==> src/rtl/sra_srl_32_iterative_pkg.sv <==
// Package for the iterative right shifter (sra_srl_32_iterative).
// Holds the FSM state encoding and the default operand / shift-amount widths.
// Optional build macro used by the block: SHIFT_FAST4_EN (4-position steps).
package sra_srl_pkg;

    localparam int WIDTH_DEFAULT   = 32;
    localparam int SHAMT_W_DEFAULT = 5;

    typedef enum logic [1:0] {
        IDLE  = 2'd0,
        SHIFT = 2'd1,
        DONE  = 2'd2
    } state_t;

endpackage

==> src/rtl/sra_srl_32_iterative_if.sv <==
// Request/result interface of the iterative right shifter.
//   start, a, b, arith : request side, driven by the master (execute stage)
//   ready, busy, done  : status, driven by the shifter
//   s                  : result register, driven by the shifter
//   state_dbg          : current FSM state, exposed for checkers
// Handshake: a request is taken on a rising clock edge where start=1 and
// ready=1; a/b/arith are only sampled on that edge.  done pulses for one cycle
// when s holds the new result; s then keeps that value until the next done.
interface sra_srl_32_iterative_if #(
    parameter int WIDTH   = sra_srl_pkg::WIDTH_DEFAULT,
    parameter int SHAMT_W = sra_srl_pkg::SHAMT_W_DEFAULT
);
    import sra_srl_pkg::*;

    logic               start;
    logic [WIDTH-1:0]   a;
    logic [SHAMT_W-1:0] b;
    logic               arith;
    logic               ready;
    logic               busy;
    logic               done;
    logic [WIDTH-1:0]   s;
    state_t             state_dbg;

    modport master (
        output start, a, b, arith,
        input  ready, busy, done, s, state_dbg
    );

    modport slave (
        input  start, a, b, arith,
        output ready, busy, done, s, state_dbg
    );

endinterface

==> src/rtl/sra_srl_32_iterative_srl_step.sv <==
// srl_step: combinational single step of the right shifter.
//   data  : word to shift
//   fill  : bit shifted in at the MSB end
//   step4 : (only with SHIFT_FAST4_EN) 1 = shift by 4, 0 = shift by 1
//   out   : shifted word
// The fill bit is prepended to the data as a sign bit so that an arithmetic
// shift of the widened word replicates it into every vacated position.
module srl_step #(
    parameter int WIDTH = 32
) (
    input  logic [WIDTH-1:0] data,
    input  logic             fill,
`ifdef SHIFT_FAST4_EN
    input  logic             step4,
`endif
    output logic [WIDTH-1:0] out
);

    logic signed [WIDTH:0] ext;

    assign ext = {fill, data};

`ifdef SHIFT_FAST4_EN
    assign out = step4 ? WIDTH'(ext >>> 4) : WIDTH'(ext >>> 1);
`else
    assign out = WIDTH'(ext >>> 1);
`endif

endmodule

==> src/rtl/sra_srl_32_iterative.sv <==
// sra_srl_32_iterative: multi-cycle logical/arithmetic right shifter.
// Ports:
//   clk : rising-edge clock
//   rst : asynchronous, active-high reset (aborts any operation in flight)
//   bus : sra_srl_32_iterative_if.slave (start/a/b/arith in,
//         ready/busy/done/s/state_dbg out)
// A request loads the working register, the remaining count and the fill bit,
// then the FSM shifts one position per cycle until the count reaches zero,
// copies the working register into s and pulses done.
// Build option: define SHIFT_FAST4_EN to shift by 4 while count >= 4, which
// shortens latency without changing any result.
module sra_srl_32_iterative
    import sra_srl_pkg::*;
#(
    parameter int WIDTH   = WIDTH_DEFAULT,
    parameter int SHAMT_W = SHAMT_W_DEFAULT
) (
    input  logic                        clk,
    input  logic                        rst,
    sra_srl_32_iterative_if.slave       bus
);

    localparam logic [SHAMT_W-1:0] CNT_ONE  = SHAMT_W'(1);
    localparam logic [SHAMT_W-1:0] CNT_ZERO = '0;

    state_t             state_q, state_d;
    logic [WIDTH-1:0]   work_q,  work_d;
    logic [SHAMT_W-1:0] count_q, count_d;
    logic               fill_q,  fill_d;
    logic [WIDTH-1:0]   s_q,     s_d;
    logic               ready_q, ready_d;
    logic               busy_q,  busy_d;
    logic               done_q,  done_d;

    logic [WIDTH-1:0]   step_out;
    logic [SHAMT_W-1:0] step_dec;

`ifdef SHIFT_FAST4_EN
    localparam logic [SHAMT_W-1:0] CNT_FOUR = SHAMT_W'(4);
    logic step4;

    assign step4    = (count_q >= CNT_FOUR);
    assign step_dec = step4 ? CNT_FOUR : CNT_ONE;

    srl_step #(.WIDTH(WIDTH)) u_step (
        .data  (work_q),
        .fill  (fill_q),
        .step4 (step4),
        .out   (step_out)
    );
`else
    assign step_dec = CNT_ONE;

    srl_step #(.WIDTH(WIDTH)) u_step (
        .data  (work_q),
        .fill  (fill_q),
        .out   (step_out)
    );
`endif

    always_comb begin
        state_d = state_q;
        work_d  = work_q;
        count_d = count_q;
        fill_d  = fill_q;
        s_d     = s_q;
        ready_d = ready_q;
        busy_d  = busy_q;
        done_d  = 1'b0;

        case (state_q)
            IDLE: begin
                if (bus.start) begin
                    work_d  = bus.a;
                    count_d = bus.b;
                    // Sign is captured now; later changes to a do not matter.
                    fill_d  = bus.arith & bus.a[WIDTH-1];
                    state_d = SHIFT;
                    ready_d = 1'b0;
                    busy_d  = 1'b1;
                end
            end
            SHIFT: begin
                if (count_q == CNT_ZERO) begin
                    s_d     = work_q;
                    state_d = DONE;
                    busy_d  = 1'b0;
                    done_d  = 1'b1;
                end else begin
                    work_d  = step_out;
                    count_d = count_q - step_dec;
                end
            end
            DONE: begin
                // start is ignored here: ready is still low.
                state_d = IDLE;
                ready_d = 1'b1;
            end
            default: begin
                state_d = IDLE;
                ready_d = 1'b1;
                busy_d  = 1'b0;
            end
        endcase
    end

    always_ff @(posedge clk or posedge rst) begin
        if (rst) begin
            state_q <= IDLE;
            work_q  <= '0;
            count_q <= '0;
            fill_q  <= 1'b0;
            s_q     <= '0;
            ready_q <= 1'b1;
            busy_q  <= 1'b0;
            done_q  <= 1'b0;
        end else begin
            state_q <= state_d;
            work_q  <= work_d;
            count_q <= count_d;
            fill_q  <= fill_d;
            s_q     <= s_d;
            ready_q <= ready_d;
            busy_q  <= busy_d;
            done_q  <= done_d;
        end
    end

    assign bus.ready     = ready_q;
    assign bus.busy      = busy_q;
    assign bus.done      = done_q;
    assign bus.s         = s_q;
    assign bus.state_dbg = state_q;

endmodule
==> src/flat_wrapper.sv <==
// flat-port wrapper written by rule: the top's interface ports become plain ports
module sra_srl_32_iterative_flat import sra_srl_pkg::*;
#(
    parameter int WIDTH   = WIDTH_DEFAULT,
    parameter int SHAMT_W = SHAMT_W_DEFAULT
)
  (clk, rst, bus_start, bus_a, bus_b, bus_arith, bus_ready, bus_busy, bus_done, bus_s, bus_state_dbg);
  sra_srl_32_iterative_if #(.WIDTH(WIDTH), .SHAMT_W(SHAMT_W)) bus_i ();
  input  logic clk;
  input  logic rst;
  input wire logic [$bits(bus_i.start)-1:0] bus_start;
  input wire logic [$bits(bus_i.a)-1:0] bus_a;
  input wire logic [$bits(bus_i.b)-1:0] bus_b;
  input wire logic [$bits(bus_i.arith)-1:0] bus_arith;
  output wire logic [$bits(bus_i.ready)-1:0] bus_ready;
  output wire logic [$bits(bus_i.busy)-1:0] bus_busy;
  output wire logic [$bits(bus_i.done)-1:0] bus_done;
  output wire logic [$bits(bus_i.s)-1:0] bus_s;
  output wire logic [$bits(bus_i.state_dbg)-1:0] bus_state_dbg;
  assign bus_i.start = bus_start;
  assign bus_i.a = bus_a;
  assign bus_i.b = bus_b;
  assign bus_i.arith = bus_arith;
  assign bus_ready = bus_i.ready;
  assign bus_busy = bus_i.busy;
  assign bus_done = bus_i.done;
  assign bus_s = bus_i.s;
  assign bus_state_dbg = bus_i.state_dbg;
  sra_srl_32_iterative #(.WIDTH(WIDTH), .SHAMT_W(SHAMT_W)) u_core (.clk(clk), .rst(rst), .bus(bus_i));
endmodule
==> config.mk <==
export PLATFORM = sky130hd
export DESIGN_NAME = sra_srl_32_iterative_flat
export DESIGN_NICKNAME = d
export VERILOG_FILES = /design/src/rtl/sra_srl_32_iterative_pkg.sv /design/src/rtl/sra_srl_32_iterative_if.sv /design/src/rtl/sra_srl_32_iterative_srl_step.sv /design/src/rtl/sra_srl_32_iterative.sv /design/src/flat_wrapper.sv
export SDC_FILE = /design/constraint.sdc
export NUM_CORES = 1
export LEC_CHECK = 0
export CORE_UTILIZATION = 55
export DETAILED_ROUTE_END_ITERATION = 10
export GPL_TIMING_DRIVEN = 0
export HOLD_SLACK_MARGIN = 0.12
export MAX_ROUTING_LAYER = met4
export PLACE_DENSITY = 0.85
export SETUP_SLACK_MARGIN = 0.15
export SLEW_MARGIN = 15
export SYNTH_ARGS = -nofsm -noshare
export SYNTH_HDL_FRONTEND = slang
export SYNTH_HIERARCHICAL = 1
export SYNTH_SLANG_ARGS = --single-unit
==> constraint.sdc <==
create_clock -name clk -period 8.1 [get_ports clk]
set_clock_uncertainty 0.05 [all_clocks]
set_input_delay 2.43 -clock clk [delete_from_list [all_inputs] [get_ports clk]]
set_output_delay 2.43 -clock clk [all_outputs]
set_load 0.02 [all_outputs]
==> out/metrics.cfg <==
[clock_network]
cts-htree-levels = 3
numCtsBuffers = 9
clk_pin_slew_ns = 0.08
clockBufferDepth = 2
clkSinkCount = 75
cts_setup_buffers = 0
clkLatencyLatePin_ns = 0.34
cts_hold_buffers = 0
cts_tree = yes
clock-root-buffer = clkbuf_8
cts_resized = 0

[layout]
final_common_cell = clkdlybuf4s50_1
postLayoutCoreUtil = 0.7457
layoutNonFillerInstCount = 429
fillers = 434
drive_above_1_share = 0.4517
fin_nets = 389
num_antenna_cells = 0
final_cell_mix = clkdlybuf4s50_1 (77), dfrtp_1 (74), mux2_2 (64)
area_delta_synth_final_pct = 29.68

[worst_setup_path]
ff2ff_setup_slack_ns = 5.66
setup.worst_path.start_class = flop
cp_slowest_cell = clkdlybuf4s50_1
cp.required_ns = 5.62
path_cells = clkdlybuf4s50_1
critical_path_class = reg2out
r2r_cells = 7
cp-end-kind = primary output
worst-path-buf-inv = 1
path_max_fanout = 10
reg2reg_from = u_core/count_q[0]
slowest_delay_ns = 0.66
cp_data_arrival_time_ns = 1.52
crit_start = u_core/bus.state_dbg[1]
r2r_end = u_core/bus.s[10]
crit_family = buffers and inverters

[detailed_routing]
drcViolationCount = 0
finalWirelength_mm = 6.696
ant_nets = 0
vias = 2228
drtIter0Drc = 65
avgRoutedWirePerCell_um = 15.61
drt_first_pass_iters = 4
viasPerCell = 5.193

[synth]
synth_fa_ha_area_frac = 0.003407
synth_compound_area_frac = 0.02181
synth_warnings = 6
ys_top_cells_by_area = dfrtp_1 (50%), mux2_2 (20%), mux2_4 (11%)
synth-main-ff-cell = dfrtp_1
synth_top_area_frac = 0.5043
synthSimpleGateAreaFrac = 0.04497
ys_async_sr_fraction = 1.000
synth_nets = 300
ys_seq_elements = 75
synth.mux.area_fraction = 0.3257
synth_edf_count = 0
synth_top_area_cell = dfrtp_1
yosysUniqueCellTypes = 34
synth_top_family_by_area = multiplexers
seq_area_frac_synth = 0.5114
syn_inst = 258
synth.avg_cell_area_um2 = 14.23
netlist_area_um2 = 3672
synthXorXnorAreaFrac = 0

[global_routing]
grt_max_degree = 50
grt_pass1_vias = 2292
grtUsageTotal = 0.2112
grt_pass1_wl_mm = 11.20
grt.overflow.total = 0
antenna_found_initial = 0

[timing]
period_share = 0.4939
finalSetupViolCount = 0
worstMarginPinSlew_ns = 0.5183
rsz0062_at_grt = false
period_minus_slack_ns = 4.001
hold_viol = 0
slew_viol_final = 0
slew_headroom = 0.6496
finalSetupTns_ns = 0
clock.fmax_mhz = 249.9

[floorplan]
placement_rows = 29
die_area_um2 = 7007
chipHeight_um = 83.71
fp.dieW_um = 83.71
core_area_um2 = 6386
initial_core_util = 0.5750
io_pins = 78

[pwr]
p_total_mw = 2.038
ir_drop_v = 0.0002391
powerDensity_nw_per_um2 = 428.0
p_leak_nw = 2.228

[flow_run]
maxCapViolations = 0

[min_path]
whs_endpoint = u_core/bus.busy
min_path_type = reg2reg
min_from = u_core/bus.busy
holdPathStages = 1

[place]
globalplace.congestion = 0.8289
dp_hpwl_mm = 4.665
dp_cells = 413
port_buffers = 77

[outcome]
status = finished, final reports clean

cell families (layout without fill, tap and decap cells):
group | after synthesis | in the layout
mux | 97 | 97
flops | 75 | 75
buf+inv | 49 | 143
simple gates | 26 | 26
compound gates | 10 | 10
fa+ha+maj | 1 | 1
cell type report:
cell class / count / area, um2 / area share
flip-flops and latches: 75 / 1878 / 0.3944
multi-input cells: 134 / 1454 / 0.3053
repair buffers: 78 / 798.3 / 0.1676
plain buffers: 42 / 314.1 / 0.06595
clock buffers: 9 / 123.9 / 0.02601
well taps: 77 / 96.34 / 0.02023
clock inverters: 7 / 68.82 / 0.01445
inverters: 7 / 28.78 / 0.006043
registers in the layout, indices dropped and copies added, names as in the netlist:
signal	cells
u_core/bus.state_dbg	2
u_core/work_q	32
u_core/bus.ready	1
u_core/bus.done	1
u_core/count_q	5
u_core/fill_q	1
u_core/bus.busy	1
u_core/bus.s	32
where the power goes:
group	internal [mW]	switching [mW]	leakage, nW
clock	0.141	0.141	0.0950
sequential	0.561	0.129	0.923
combinational	0.678	0.388	1.21
Yosys cell counts, types with 2 or more instances:
cell type,instances
a211oi_1,5
and3_1,2
buf_2,5
buf_4,34
buf_6,3
dfrtp_1,74
inv_1,6
mux2_1,4
mux2_2,64
mux2_4,28
nand2_1,4
nor2_1,4
nor3_1,4
per-stage QoR:
stage / hold slack, ns / setup WS (ns) / area, um2
4_1_cts: 0.4362 / 4.090 / 4762
3_3_place_gp: 0.4049 / 2.459 / 4539
2_1_floorplan: 0.3900 / 3.712 / 3672
5_1_grt: 0.4741 / 4.031 / 4762
3_5_place_dp: 0.4283 / 3.795 / 4569
6_report: 0.4342 / 4.099 / 4762
routing by layer:
layer	wire length, um	track usage
met4	126	0.08320
met3	308	0.04649
met5	0	-
met1	3121	0.2763
met2	3139	0.3230
worst max-delay path by stage:
stage	cells past startpoint	endpoint	slack, ns
6_report	1	bus_state_dbg[1]	4.10
3_5_place_dp	6	u_core/work_q[18]	3.80
2_1_floorplan	1	u_core/bus.busy	3.71
4_1_cts	1	bus_state_dbg[1]	4.09
5_1_grt	1	bus_state_dbg[1]	4.03
3_3_place_gp	2	u_core/work_q[6]	2.46
No activity file was read; power rests on OpenSTA's default activity.
